===== config.mk =====
export PLATFORM = sky130hd
export DESIGN_NAME = data_out_capture
export DESIGN_NICKNAME = d
export VERILOG_FILES = /design/src/rtl/data_out_capture.sv
export SDC_FILE = /design/constraint.sdc
export NUM_CORES = 1
export LEC_CHECK = 0
export CAP_MARGIN = 20
export CORE_MARGIN = 2
export CORE_UTILIZATION = 30
export DETAILED_ROUTE_END_ITERATION = 6
export GPL_TIMING_DRIVEN = 1
export SKIP_LAST_GASP = 1
export SYNTH_ARGS = -nofsm -noshare
export SYNTH_HDL_FRONTEND = slang
export SYNTH_SLANG_ARGS = --single-unit

===== constraint.sdc =====
create_clock -name clk -period 4.1 [get_ports clk]
set_input_delay 0.41 -clock clk [delete_from_list [all_inputs] [get_ports clk]]
set_output_delay 0.41 -clock clk [all_outputs]
set_load 0.01 [all_outputs]

===== src/rtl/data_out_capture.sv =====
// data_out_capture: captures datapath result words into a small history
// buffer on rising edges of a capture request. A switch-selected entry and
// the capture bookkeeping are shown on the board LEDs and seven-segment digits.
module data_out_capture #(
  parameter int DEPTH = 4
) (
  input  logic        clk,
  input  logic        resetn,
  input  logic [15:0] datapath_out,
  input  logic        status,
  input  logic        capture,
  input  logic        clear,
  input  logic [9:0]  SW,
  output logic [9:0]  LEDR,
  output logic [6:0]  HEX0,
  output logic [6:0]  HEX1,
  output logic [6:0]  HEX2,
  output logic [6:0]  HEX3
);

  // Pointer width covers DEPTH entries; count needs one more bit to reach DEPTH.
  localparam int AW = (DEPTH <= 2) ? 1 : $clog2(DEPTH);
  localparam int CW = AW + 1;

  localparam logic [1:0] RUN      = 2'd0;
  localparam logic [1:0] FROZEN   = 2'd1;
  localparam logic [1:0] CLEARING = 2'd2;

  // Count of stored entries, held at DEPTH once the buffer is full.
  function automatic logic [CW-1:0] sat_inc_count(input logic [CW-1:0] c);
    if (c == CW'(DEPTH)) begin
      return c;
    end
    return c + CW'(1);
  endfunction

  // Dropped-capture counter, held at 15 once it tops out.
  function automatic logic [3:0] sat_inc_drop(input logic [3:0] d);
    if (d == 4'hF) begin
      return d;
    end
    return d + 4'h1;
  endfunction

  // Count shown on four LEDs: zero-extend small counts, drop the top bit of a
  // full 16-entry count (the overflow LED still tells the full story).
  function automatic logic [3:0] fit4(input logic [CW-1:0] c);
    logic [7:0] wide;
    wide = {{(8-CW){1'b0}}, c};
    return wide[3:0];
  endfunction

  // Active-low seven-segment pattern, bit order gfedcba.
  function automatic logic [6:0] seg7(input logic [3:0] n);
    logic [6:0] s;
    case (n)
      4'h0: s = 7'b1000000;
      4'h1: s = 7'b1111001;
      4'h2: s = 7'b0100100;
      4'h3: s = 7'b0110000;
      4'h4: s = 7'b0011001;
      4'h5: s = 7'b0010010;
      4'h6: s = 7'b0000010;
      4'h7: s = 7'b1111000;
      4'h8: s = 7'b0000000;
      4'h9: s = 7'b0010000;
      4'hA: s = 7'b0001000;
      4'hB: s = 7'b0000011;
      4'hC: s = 7'b1000110;
      4'hD: s = 7'b0100001;
      4'hE: s = 7'b0000110;
      default: s = 7'b0001110;
    endcase
    return s;
  endfunction

  logic [1:0]    state;
  logic [1:0]    state_nxt;
  logic          cap_prev;
  logic          cap_armed;
  logic          cap_evt;
  logic [AW-1:0] wr_ptr;
  logic [CW-1:0] count;
  logic [3:0]    dropped;
  logic          overflow;
  logic [16:0]   buffer [DEPTH];

  logic [AW-1:0] age_p0;
  logic [AW-1:0] sel_idx_p0;
  logic [16:0]   sel_entry_p0;

  // Switch bits outside the view/freeze/age fields carry no function here.
  logic unused_sw;
  assign unused_sw = ^SW[7:0];

  // Track the previous capture level; stay disarmed after reset until capture
  // has been seen low, so a level held through reset release is not an event.
  always_ff @(posedge clk or negedge resetn) begin
    if (!resetn) begin
      cap_prev  <= 1'b0;
      cap_armed <= 1'b0;
    end else begin
      cap_prev <= capture;
      if (!capture) begin
        cap_armed <= 1'b1;
      end
    end
  end

  assign cap_evt = capture & ~cap_prev & cap_armed;

  // Next mode: clear wins from any state; CLEARING lasts exactly one cycle.
  always_comb begin
    state_nxt = state;
    if (clear) begin
      state_nxt = CLEARING;
    end else begin
      case (state)
        RUN:      state_nxt = SW[8] ? FROZEN : RUN;
        FROZEN:   state_nxt = SW[8] ? FROZEN : RUN;
        CLEARING: state_nxt = SW[8] ? FROZEN : RUN;
        default:  state_nxt = RUN;
      endcase
    end
  end

  // Mode register.
  always_ff @(posedge clk or negedge resetn) begin
    if (!resetn) begin
      state <= RUN;
    end else begin
      state <= state_nxt;
    end
  end

  // History buffer and bookkeeping: store in RUN, count drops in FROZEN,
  // wipe everything in CLEARING. A clear request swallows a same-cycle event.
  always_ff @(posedge clk or negedge resetn) begin
    if (!resetn) begin
      for (int i = 0; i < DEPTH; i++) begin
        buffer[i] <= '0;
      end
      wr_ptr   <= '0;
      count    <= '0;
      dropped  <= '0;
      overflow <= 1'b0;
    end else if (state == CLEARING) begin
      for (int i = 0; i < DEPTH; i++) begin
        buffer[i] <= '0;
      end
      wr_ptr   <= '0;
      count    <= '0;
      dropped  <= '0;
      overflow <= 1'b0;
    end else if (!clear && cap_evt) begin
      if (state == RUN) begin
        buffer[wr_ptr] <= {status, datapath_out};
        wr_ptr         <= wr_ptr + AW'(1);
        count          <= sat_inc_count(count);
        if (count == CW'(DEPTH)) begin
          overflow <= 1'b1;
        end
      end else if (state == FROZEN) begin
        dropped <= sat_inc_drop(dropped);
      end
    end
  end

  // Stage p0: pick the entry 'age' captures back from the newest; entries
  // older than what has been stored read as zero.
  always_comb begin
    age_p0       = SW[AW-1:0];
    sel_idx_p0   = wr_ptr - AW'(1) - age_p0;
    sel_entry_p0 = buffer[sel_idx_p0];
    if ({1'b0, age_p0} >= count) begin
      sel_entry_p0 = '0;
    end
  end

  // Stage p1: registered LED and seven-segment outputs.
  always_ff @(posedge clk or negedge resetn) begin
    if (!resetn) begin
      LEDR <= '0;
      HEX0 <= 7'b1000000;
      HEX1 <= 7'b1000000;
      HEX2 <= 7'b1000000;
      HEX3 <= 7'b1000000;
    end else begin
      if (SW[9]) begin
        LEDR <= {overflow, (state == FROZEN), dropped, fit4(count)};
      end else begin
        LEDR <= {overflow, sel_entry_p0[16], sel_entry_p0[7:0]};
      end
      HEX0 <= seg7(sel_entry_p0[3:0]);
      HEX1 <= seg7(sel_entry_p0[7:4]);
      HEX2 <= seg7(sel_entry_p0[11:8]);
      HEX3 <= seg7(sel_entry_p0[15:12]);
    end
  end

endmodule


Word level (Yosys, flattened, before mapping)
Memory sizes are Yosys's and may differ from the RTL's. A register that Yosys moved wholly into a read port is not among the register bits.
Cells that the tools add are included.
{"block": "word_totals", "regBits": 92, "rom_bits": 448, "inputBits": 31, "wordCells": 93, "n_memories": 4}
{"memory": "(name not given)", "depth": 16, "width": 7, "read_ports": 1, "rd_clocked_by_memory_dff": 1, "write_ports": 0, "line": "56", "text": "case (n)"}
{"memory": "(name not given)", "depth": 16, "width": 7, "read_ports": 1, "rd_clocked_by_memory_dff": 1, "write_ports": 0, "line": "56"}
{"memory": "(name not given)", "depth": 16, "width": 7, "read_ports": 1, "rd_clocked_by_memory_dff": 1, "write_ports": 0, "line": "56"}
{"memory": "(name not given)", "depth": 16, "width": 7, "read_ports": 1, "rd_clocked_by_memory_dff": 1, "write_ports": 0, "line": "56"}
{"block": "classes", "n_addsub": 5, "order_cmp": 4, "n_eq_ne": 7, "muxes": 39, "n_bitwise": 5, "reduce_logical": 17}
{"cell": "68-bit two-way mux", "n": 3}
{"cell": "68-bit bitwise mux", "n": 1}
{"cell": "17-bit two-way mux", "n": 4}
{"cell": "17-bit binary-select mux with 2-bit select", "n": 1}
{"cell": "17-bit demux with 2-bit select", "n": 1}
{"cell": "4-bit two-way mux", "n": 5}
{"cell": "1-bit two-way mux", "n": 15}
{"cell": "3-bit two-way mux", "n": 4}
{"cell": "9-bit two-way mux", "n": 1}
{"cell": "2-bit two-way mux", "n": 4}
{"cell": "2-bit nonzero test", "n": 4}
{"cell": "3-bit greater-or-equal comparator, second input constant", "n": 2}
{"cell": "3-bit inequality test, second input constant", "n": 2}
{"cell": "2-bit NOT with 3-bit output", "n": 2}
{"cell": "3-bit AND reduction", "n": 2}
{"cell": "1-bit logical NOT", "n": 5}
{"cell": "4-bit by 1-bit adder with 4-bit output, second input constant", "n": 1}
{"cell": "4-bit equality test, second input constant", "n": 1}
{"cell": "4-bit AND reduction", "n": 1}
{"cell": "3-bit by 1-bit adder with 3-bit output, second input constant", "n": 1}
{"cell": "3-bit equality test, second input constant", "n": 1}
{"cell": "2-bit by 3-bit greater-or-equal comparator with 1-bit output", "n": 1}
{"cell": "3-bit by 1-bit < comparator with 1-bit output, second input constant", "n": 1}
{"cell": "3-bit OR reduction", "n": 1}
{"cell": "other kinds (11)", "n": 13}

Longest topological paths before layout
Gate-level depths: netlist of run 1.
{"block": "depth", "depth_word": 11, "ltp_mapped": 12, "mapped_depth_nobuf": 9}

Least setup slack after synthesis of run 1
OpenSTA, ideal clock, no wires.
{"block": "synth_path", "kind": "input to register", "start": "input port SW[0]", "end": "register HEX0[5]", "setup_ps": 122, "arrival_ps": 2668, "slack_ps": 1310, "path_stages": 12, "n_path_buf": 3, "cell_sequence": "inv_1 ha_1 buf_6 buf_4 buf_2 mux2i_1 nand2_1 o211ai_1 inv_1 ha_1 or2_1 a32o_1"}
{"block": "synth_via", "elab_chain_len": 6, "word_cells_on_any_way": 7}
{"element": "from (decl)", "line": "13", "text": "input logic [9:0] SW,"}
{"element": "2-bit subtractor", "line": "173", "text": "sel_idx_p0 = wr_ptr - AW'(1) - age_p0;"}
{"element": "2-bit NOT with 3-bit output (implied by the code)", "line": "174", "text": "sel_entry_p0 = buffer[sel_idx_p0];"}
{"element": "17-bit binary-select mux with 2-bit select", "line": "174"}
{"element": "17-bit two-way mux (implied by the code) (2 in series)", "line": "174"}
{"element": "17-bit two-way mux *", "line": "175", "text": "if ({1'b0, age_p0} >= count) begin"}
{"element": "to (decl)", "line": "15", "text": "output logic [6:0] HEX0,"}
Every way passes the cells marked *; elsewhere a longest branch is shown, timed or not. The select of a mux whose other input is x is not followed.
A chain may end at the register's enable or synchronous reset.

Final worst setup path of run 1
{"block": "layout_path", "start": "input port SW[0]", "end": "register HEX1[5]"}
{"block": "layout_via", "elab_chain_len": 6, "word_cells_on_any_way": 7}
{"element": "2-bit subtractor", "line": "173"}
{"element": "2-bit NOT with 3-bit output (implied by the code)", "line": "174"}
{"element": "17-bit binary-select mux with 2-bit select", "line": "174"}
{"element": "17-bit two-way mux (implied by the code) (2 in series)", "line": "174"}
{"element": "17-bit two-way mux *", "line": "175"}
{"element": "to (decl)", "line": "16", "text": "output logic [6:0] HEX1,"}
Marked as above.

==> results of run 1 <==
## state kept, by name, indices dropped and copies added, names as in the netlist, 3 cells and up
register  cells
buffer       68
LEDR         10
HEX0          7
HEX1          7
HEX2          7
HEX3          7
dropped       4
count         3
## layer usage
layer  track usage  vias to the layer above  share of wire  wire length, um
li1              -                     2369              -                -
met1        0.1885                     2370           0.47             7222
met2        0.2195                       98           0.47             7101
met3       0.03084                       16          0.047              712
met4       0.05694                        0          0.014              219
met5             0                        -              0                0
## how the worst max path moves through the flow
stage | from | end | slack (ns) | cells past startpoint
after floorplan | SW[0] | HEX0[5] | 1.31 | 12
after global placement | SW[0] | HEX1[5] | 0.63 | 11
after detailed placement | SW[0] | HEX1[5] | 0.57 | 11
after CTS | SW[0] | HEX1[5] | 1.01 | 11
after global routing | SW[0] | HEX1[5] | 0.80 | 12
final | SW[0] | HEX1[5] | 1.0 | 11
## power by group through the flow
| stage | sequential [mW] | combinational [mW] | clock (mW) |
|---|---|---|---|
| floorplan | 1.29 | 0.204 | 0 |
| finish | 1.27 | 0.355 | 1.50 |
| global placement | 1.29 | 0.355 | 0 |
| global route | 1.27 | 0.393 | 1.58 |
| CTS | 1.27 | 0.360 | 1.54 |
| detailed placement | 1.29 | 0.360 | 0 |
## layout make-up
cell class	count	share of cell area
well taps	275	0.04326
inverters	23	0.01085
flip-flops and latches	120	0.3782
repair buffers	70	0.08526
clock inverters	9	0.01542
clock buffers	23	0.05883
multi-input cells	477	0.4082
## cells in the mapped netlist, types with 3 or more instances
library cell and count:
sky130_fd_sc_hd__nand3_1 6, sky130_fd_sc_hd__a211oi_1 4, sky130_fd_sc_hd__o211ai_4 6, sky130_fd_sc_hd__inv_1 21
sky130_fd_sc_hd__a21oi_1 79, sky130_fd_sc_hd__xnor2_1 4, sky130_fd_sc_hd__buf_4 3, sky130_fd_sc_hd__o211a_1 4
sky130_fd_sc_hd__dfrtp_1 116, sky130_fd_sc_hd__a22o_1 3, sky130_fd_sc_hd__clkbuf_1 19, sky130_fd_sc_hd__mux4_1 4
sky130_fd_sc_hd__buf_6 4, sky130_fd_sc_hd__o21a_1 3, sky130_fd_sc_hd__and2_4 4, sky130_fd_sc_hd__a32o_1 4
sky130_fd_sc_hd__buf_2 7, sky130_fd_sc_hd__dfstp_2 4, sky130_fd_sc_hd__ha_1 38, sky130_fd_sc_hd__mux2i_1 35
sky130_fd_sc_hd__o22ai_1 8, sky130_fd_sc_hd__a31oi_1 5, sky130_fd_sc_hd__mux2_2 16, sky130_fd_sc_hd__nor2_1 14
sky130_fd_sc_hd__nor3_1 10, sky130_fd_sc_hd__nor3b_1 3, sky130_fd_sc_hd__and3_1 5, sky130_fd_sc_hd__nand2_1 172
sky130_fd_sc_hd__o21ai_0 10
## cell families after synthesis
family,count (synthesis)
flops,120
simple gates,233
compound gates,144
buf+inv,58
xor+xnor,6
fa+ha+maj,38
mux,56
## metrics by stage
stage	instance area (um2)	total power, mW	cells	worst slack, ns
6_report	7954	3.126	997	0.9967
5_1_grt	7954	3.243	997	0.7977
4_1_cts	7954	3.163	997	1.008
3_5_place_dp	7363	1.646	965	0.5728
3_3_place_gp	7363	1.641	965	0.6269
2_1_floorplan	6531	1.497	655	1.310
==> run summary, run 1 <==
run status - complete, no violations
proportion of netlist area held by the largest area contributor - 0.4444
post-synthesis compound-gate area fraction - 0.1540
per-cell routed wire length - 15.30 um
Vias - 4853
Die Ht - 151.6 um
unrepaired setup endpoints after global routing - false
max_cap viols - 0
# diodes - 0
effective utilization at floorplan - 0.3078
Largest delay share family, worst path - buffers and inverters
CP Max Fanout - 20
flip-flop and latch count after synthesis - 120
number of buffers added to fix hold violations after cts - 0
largest net degree at the start of global routing - 75
root buffer selected by CTS - sky130_fd_sc_hd__clkbuf_16
global router's overall resource usage - 0.1401
Switching Share - 0.2406
CTS Buffer Depth - 2
worst hold path class - in -> async
worst-case clock skew - 0.008404 ns
Final setup violation count - 0
xor/xnor cell area share of the yosys netlist - 0.01322
Yosys top cell by area - sky130_fd_sc_hd__dfrtp_1
# nets final - 778
combinational family with the most area after synthesis - simple AND/OR/NAND/NOR gates
number of buffers added by the clock tree synthesis step - 17
Post-Synthesis Cell Area - 6531 um2
Max-Slew Margin vs Limit - 0.3751
share of total power in the clock network - 0.481
I/O pin count - 69
crit path cell chain - clkdlybuf4s50_1 > inv_1 > ha_1 > buf_4 > mux2_2 > o211ai_1 > buf_4 > inv_1 > ha_1 > o21a_1 > a22o_1
Post-CTS Resized - 0
violation count after the first detailed-route iteration - 345
sequential cell area - 3008 um2
most used cells in the layout excluding fill and tap cells - sky130_fd_sc_hd__nand2_1 (172), sky130_fd_sc_hd__dfrtp_1 (116), sky130_fd_sc_hd__a21oi_1 (79)
area share of and/or/nand/nor cells after synthesis - 0.1559
Syn Inst Count - 655
Crit. End Element - flop
minimum setup slack among reg-to-reg paths - 1.04 ns
number of antenna violations at the first check in global routing - 0
fraction of layout instances using a drive strength above 1 - 0.1191
area of the die - 22970 um2
Switch Pwr - 0.7520 mW
number of global-route vias before repair - 4622
Most used DFF post-synth - sky130_fd_sc_hd__dfrtp_1
share of the yosys chip area belonging to registers - 0.4605
setup fix buffers added after clock tree synthesis - 0
CP Class - in -> reg
Synth Area in Adders - 0.07280
launching element type of the critical path - input port
total global routing overflow - 0
Arrival @ worst endpoint - 3.41 ns
TritonCTS clock tree - yes
width of the chip - 151.6 um
leakage power - 3.514 nW
Layout area overhead - 21.78%
first-pass GRT wire length - 24810 um
final critical delay including setup and external delays - 3.103 ns
slowest library cell on the worst path - sky130_fd_sc_hd__ha_1
Fill cells - 2129
max-slew violations - 0
Total Routed Length - 15250 um
area of the placeable core - 21220 um2
average cell area after synthesis - 9.971 um2
Least-Margin Pin Slew - 0.9374 ns
half-perimeter wire length after detailed placement - 10170 um
part of the total power dissipated in combinational logic - 0.114
multiplexer share of the synthesized area - 0.1008
post-route setup TNS - 0 ns
first-pass iteration count of the detailed router - 4
required time of the worst setup path - 4.40 ns
htree depth - 4
max frequency - 0.3222 GHz
Via-to-Cell Ratio - 4.868
clock slew at the register clock pins of the worst setup and hold paths - 0.05 ns
count of yosys warnings during synthesis - 0
number of clock sinks seen by CTS - 120
DRT antenna net count - 0
RD Place Congestion - 0.7791
Hold Vio Cnt, Final - 0
smallest hold slack - 0.1220 ns
part of the total power dissipated in sequential elements - 0.405
proportion of synthesized flip-flops having asynchronous set or reset - 1.000
Power per Cell Area - 393.0 nW/um2
distinct cell type count of the synthesized netlist - 62
capture point of the worst reg-to-reg path - HEX1[5]
count of standard-cell rows - 53
most common cell after layout, fill and taps aside - sky130_fd_sc_hd__nand2_1
number of nets produced by synthesis - 724
Internal Pwr Total - 2.374 mW
quantity of I/O buffers inserted on ports - 62
number of DRC violations after detailed routing - 0
top post-synthesis cells by area - sky130_fd_sc_hd__dfrtp_1 (44%), sky130_fd_sc_hd__nand2_1 (9.9%), sky130_fd_sc_hd__ha_1 (7.3%)
Multi-input gate area - 3247 um2
buffers and inverters on the worst path - 5
worst-case reg-to-reg path depth - 9
VDD IR max - 291.8 uV
final cycle utilization of the critical path - 0.7569
startpoint of the most critical register-to-register path - wr_ptr[0]
maximum cell stage delay along the critical path - 0.62 ns
Final Util - 0.3748
number of flops mapped to enable cells by yosys - 0
latest clock arrival within the worst-skew pair - 0.42 ns
No activity file was read; power rests on OpenSTA's default activity.
==> inputs of run 2 (changes only) <==
==> constraint.sdc (replaced) <==
create_clock -name clk -period 3.14 [get_ports clk]
set_input_delay 0.314 -clock clk [delete_from_list [all_inputs] [get_ports clk]]
set_output_delay 0.314 -clock clk [all_outputs]
set_load 0.01 [all_outputs]
==> run summary, run 2 (synthesis gave the netlist of run 1 again) <==
# diodes - 0
leakage power - 3.628 nW
Vias - 4901
Total Routed Length - 15510 um
effective utilization at floorplan - 0.3078
setup slack after placement - 0.09588 ns
max-slew violations - 0
width of the chip - 151.6 um
htree depth - 4
crit path cell chain - ha_1 > buf_12 > mux2_2 > o211ai_1 > inv_1 > ha_1 > or2_1 > a32o_1
Power per Cell Area - 489.9 nW/um2
register ranked first by flip-flop count - buffer
total global routing overflow - 0
Setup crit start - wr_ptr[0]
max frequency - 0.3747 GHz
worst-case clock skew - 0.009031 ns
post-route setup TNS - 0 ns
CP dominant cell by count - sky130_fd_sc_hd__ha_1
first-pass iteration count of the detailed router - 4
DRT antenna net count - 0
Die Ht - 151.6 um
Arrival @ worst endpoint - 2.97 ns
# nets final - 801
Largest delay share family, worst path - adder cells
most used cells in the layout excluding fill and tap cells - sky130_fd_sc_hd__nand2_1 (172), sky130_fd_sc_hd__dfrtp_1 (116), sky130_fd_sc_hd__a21oi_1 (79)
half-perimeter wire length after detailed placement - 10510 um
area of the die - 22970 um2
worst-case reg-to-reg path depth - 8
RD Place Congestion - 0.8044
biggest registers after layout - buffer (68), LEDR (10)
violation count after the first detailed-route iteration - 322
TritonCTS clock tree - yes
Final setup violation count - 0
Critical Path Stages - 8
Layout area overhead - 24.58%
CP Class - reg -> reg
capture point of the worst reg-to-reg path - HEX0[5]
I/O pin count - 69
worst hold path class - reg -> reg
Via-to-Cell Ratio - 4.805
unrepaired setup endpoints after global routing - false
number of buffers added by the clock tree synthesis step - 17
per-cell routed wire length - 15.20 um
number of antenna violations at the first check in global routing - 0
number of clock sinks seen by CTS - 120
clock slew at the register clock pins of the worst setup and hold paths - 0.05 ns
number of global-route vias before repair - 4730
buffers and inverters on the worst path - 2
minimum setup slack among reg-to-reg paths - 0.47 ns
Final Util - 0.3834
first-pass GRT wire length - 25310 um
final cycle utilization of the critical path - 0.8500
VDD IR max - 414.6 uV
required time of the worst setup path - 3.44 ns
setup fix buffers added after clock tree synthesis - 0
max_cap viols - 0
most common cell after layout, fill and taps aside - sky130_fd_sc_hd__nand2_1
run status - complete, no violations
critical hold path startpoint - overflow
fraction of layout instances using a drive strength above 1 - 0.1477
count of standard-cell rows - 53
latest clock arrival within the worst-skew pair - 0.43 ns
CTS Buffer Depth - 2
global router's overall resource usage - 0.1423
end of the critical path - HEX0[5]
Least-Margin Pin Slew - 0.6106 ns
quantity of I/O buffers inserted on ports - 62
number of flip-flops in the largest register - 68
Max-Slew Margin vs Limit - 0.5929
startpoint of the most critical register-to-register path - wr_ptr[0]
final setup slack of the worst path - 0.4711 ns
CP Max Fanout - 21
root buffer selected by CTS - sky130_fd_sc_hd__clkbuf_16
Hold Vio Cnt, Final - 0
maximum cell stage delay along the critical path - 0.45 ns
number of DRC violations after detailed routing - 0
largest net degree at the start of global routing - 74
slowest library cell on the worst path - sky130_fd_sc_hd__dfrtp_1
launching element type of the critical path - flop
area of the placeable core - 21220 um2
smallest hold slack - 0.3806 ns
final critical delay including setup and external delays - 2.669 ns
Crit. End Element - flop
-- run 2: changes by cell type in the layout (fill, tap and decap cells not counted), sizes merged --
cell,previous run,this run
clkinv,5,7
buf,9,31
dlygate4sd3,0,1
bufinv,3,1
-- run 2: final cells by class --
class | instances | area, um2
Clock buffer | 23 | 488.0
Clock inverter | 9 | 72.57
Fill cell | 2107 | 13080
Inverter | 23 | 86.33
Multi-Input combinational cell | 477 | 3247
Sequential cell | 120 | 3008
Tap cell | 275 | 344.1
Timing Repair Buffer | 93 | 890.9
-- run 2: how the worst min path moves through the flow --
stage	endpoint	slack, ns	depth (start not counted)
after floorplan	HEX0[0]	0.02	0
after global placement	LEDR[4]	0.37	1
after detailed placement	LEDR[4]	0.37	1
after CTS	LEDR[9]	0.38	0
after global routing	cap_prev	0.39	1
final	LEDR[9]	0.38	0
-- run 2: metal layers --
layer	part of all wire	vias up	track usage
li1	-	2418	-
met1	0.48	2383	0.1905
met2	0.45	85	0.2226
met3	0.051	15	0.04162
met4	0.011	0	0.04491
met5	0	-	0
-- run 2: per-stage QoR --
step	instance area [um2]	cells	power, mW
after floorplan	6531	655	1.955
after global placement	7566	987	2.167
after detailed placement	7566	987	2.172
after CTS	8137	1020	4.029
after global routing	8137	1020	4.157
final	8137	1020	3.986
-- run 2: timing repair --
item                      in CTS  in global routing
hold buffers                   1                  0
gates resized for setup        0                  0
hold endpoints to repair      43                  0
-- run 2: power by group --
group | switching (mW) | internal, mW | total, mW
logic | 0.263 | 0.224 | 0.488
registers | 0.0395 | 1.61 | 1.65
clock network | 0.686 | 1.16 | 1.85
==> inputs of run 3 (changes only) <==
==> constraint.sdc (replaced) <==
create_clock -name clk -period 2.5 [get_ports clk]
set_input_delay 0.25 -clock clk [delete_from_list [all_inputs] [get_ports clk]]
set_output_delay 0.25 -clock clk [all_outputs]
set_load 0.01 [all_outputs]
==> run summary, run 3 (synthesis gave the netlist of run 1 again) <==
run status - complete, no violations
Max-Slew Margin vs Limit - 0.5724
first-pass iteration count of the detailed router - 5
latest clock arrival within the worst-skew pair - 0.42 ns
CP Class - reg -> reg
most used cells in the layout excluding fill and tap cells - sky130_fd_sc_hd__nand2_1 (172), sky130_fd_sc_hd__dfrtp_1 (116), sky130_fd_sc_hd__a21oi_1 (79)
Vias - 5035
half-perimeter wire length after detailed placement - 11390 um
quantity of I/O buffers inserted on ports - 62
final critical delay including setup and external delays - 2.405 ns
root buffer selected by CTS - sky130_fd_sc_hd__clkbuf_16
max-slew violations - 0
number of buffers added by the clock tree synthesis step - 17
global router's overall resource usage - 0.1464
Placed Cells incl. Taps - 1040
final setup slack of the worst path - 0.09544 ns
first-pass GRT wire length - 25990 um
RD Place Congestion - 0.7809
number of global-route vias before repair - 4852
Arrival @ worst endpoint - 2.71 ns
Final Util - 0.4089
launching element type of the critical path - flop
per-cell routed wire length - 14.99 um
area of the die - 22970 um2
effective utilization at floorplan - 0.3078
largest net degree at the start of global routing - 79
setup fix buffers added after clock tree synthesis - 0
Via-to-Cell Ratio - 4.692
worst-case clock skew - 0.006764 ns
count of standard-cell rows - 53
Final Non-Filler Cells - 1073
Least-Margin Pin Slew - 0.6414 ns
most common cell after layout, fill and taps aside - sky130_fd_sc_hd__nand2_1
fraction of layout instances using a drive strength above 1 - 0.2180
DRT antenna net count - 0
final cycle utilization of the critical path - 0.9618
Final setup violation count - 0
number of antenna violations at the first check in global routing - 0
I/O pin count - 69
CP Max Fanout - 11
Die Ht - 151.6 um
Power per Cell Area - 608.2 nW/um2
register ranked first by flip-flop count - buffer
total global routing overflow - 0
worst hold path class - in -> reg
area of the placeable core - 21220 um2
violation count after the first detailed-route iteration - 286
TritonCTS clock tree - yes
Crit. End Element - flop
biggest registers after layout - buffer (68), LEDR (10)
max frequency - 0.4159 GHz
unrepaired setup endpoints after global routing - false
CTS Buffer Depth - 2
setup slack after placement - -0.3324 ns
# nets final - 854
htree depth - 4
Total Routed Length - 16080 um
number of clock sinks seen by CTS - 120
Hold Vio Cnt, Final - 0
max_cap viols - 0
clock slew at the register clock pins of the worst setup and hold paths - 0.05 ns
number of DRC violations after detailed routing - 0
required time of the worst setup path - 2.80 ns
# diodes - 0
Layout area overhead - 32.85%
number of flip-flops in the largest register - 68
width of the chip - 151.6 um
VDD IR max - 399.7 uV
leakage power - 3.876 nW
[run 3: cell types whose count changed in the layout (fill, tap and decap cells not counted), moves of 4 or more]
cell                       before  now
sky130_fd_sc_hd__buf_4         28   77
sky130_fd_sc_hd__clkinv_2       7    2
sky130_fd_sc_hd__clkinv_4       0    5
sky130_fd_sc_hd__ha_1          37   33
[run 3: where the power goes]
| part | switching (mW) | total [mW] | internal (mW) | leakage (nW) |
|---|---|---|---|---|
| clock network | 0.918 | 2.51 | 1.60 | 0.292 |
| logic | 0.351 | 0.688 | 0.337 | 1.95 |
| registers | 0.0484 | 2.08 | 2.03 | 1.64 |
[run 3: worst paths after layout]
kind	from	end	slack (ns)	cells past startpoint
setup / recovery	wr_ptr[0]	HEX1[2]	0.1	9
hold / removal	clear	state[1]	0.34	1
setup reg to reg	wr_ptr[0]	HEX1[2]	0.1	9
hold reg to reg	overflow	LEDR[9]	0.38	0
max in group asynchronous	resetn	dropped[0]	1.32	3
min in group asynchronous	resetn	buffer[63]	0.38	2
[run 3: cell type report]
type	count	area, um2
well taps	275	344.1
flip-flops and latches	120	3008
clock buffers	18	439.2
inverters	23	86.33
repair buffers	146	1330
fillers	2059	12540
clock inverters	14	175.2
multi-input cells	477	3294
[run 3: through the flow]
stage          TNS (ns)  power (mW)  hold slack [ns]  cell area (um2)
2_1_floorplan  -0.03349       2.466         -0.04559             6574
3_3_place_gp     -6.439       2.785           0.3310             8026
3_5_place_dp     -7.113       2.793           0.3221             8026
4_1_cts               0       5.337           0.3132             8651
5_1_grt               0       5.497           0.3215             8677
6_report              0       5.278           0.3361             8677
[run 3: worst max-delay path, cell delays in order, from the launching register on]
cell                      delay [ns]
sky130_fd_sc_hd__dfrtp_1        0.41
sky130_fd_sc_hd__ha_4           0.29
sky130_fd_sc_hd__buf_12         0.14
sky130_fd_sc_hd__buf_12         0.14
sky130_fd_sc_hd__mux2_2         0.35
sky130_fd_sc_hd__o211a_1        0.27
sky130_fd_sc_hd__inv_1          0.14
sky130_fd_sc_hd__ha_1           0.25
sky130_fd_sc_hd__inv_1          0.06
sky130_fd_sc_hd__a32o_1         0.22
[run 3: layer usage]
layer	track usage	part of all wire	vias up
met4	0.05602	0.016	0
li1	-	-	2519
met1	0.2026	0.50	2415
met3	0.03353	0.042	17
met5	0	0	-
met2	0.2233	0.45	84
[run 3: timing repair]
| item | in CTS | in global routing |
|---|---|---|
| hold endpoints to repair | 41 | 0 |
| setup endpoints to repair | 0 | 15 |
| resized for setup | 0 | 6 |
| hold buffers | 1 | 0 |
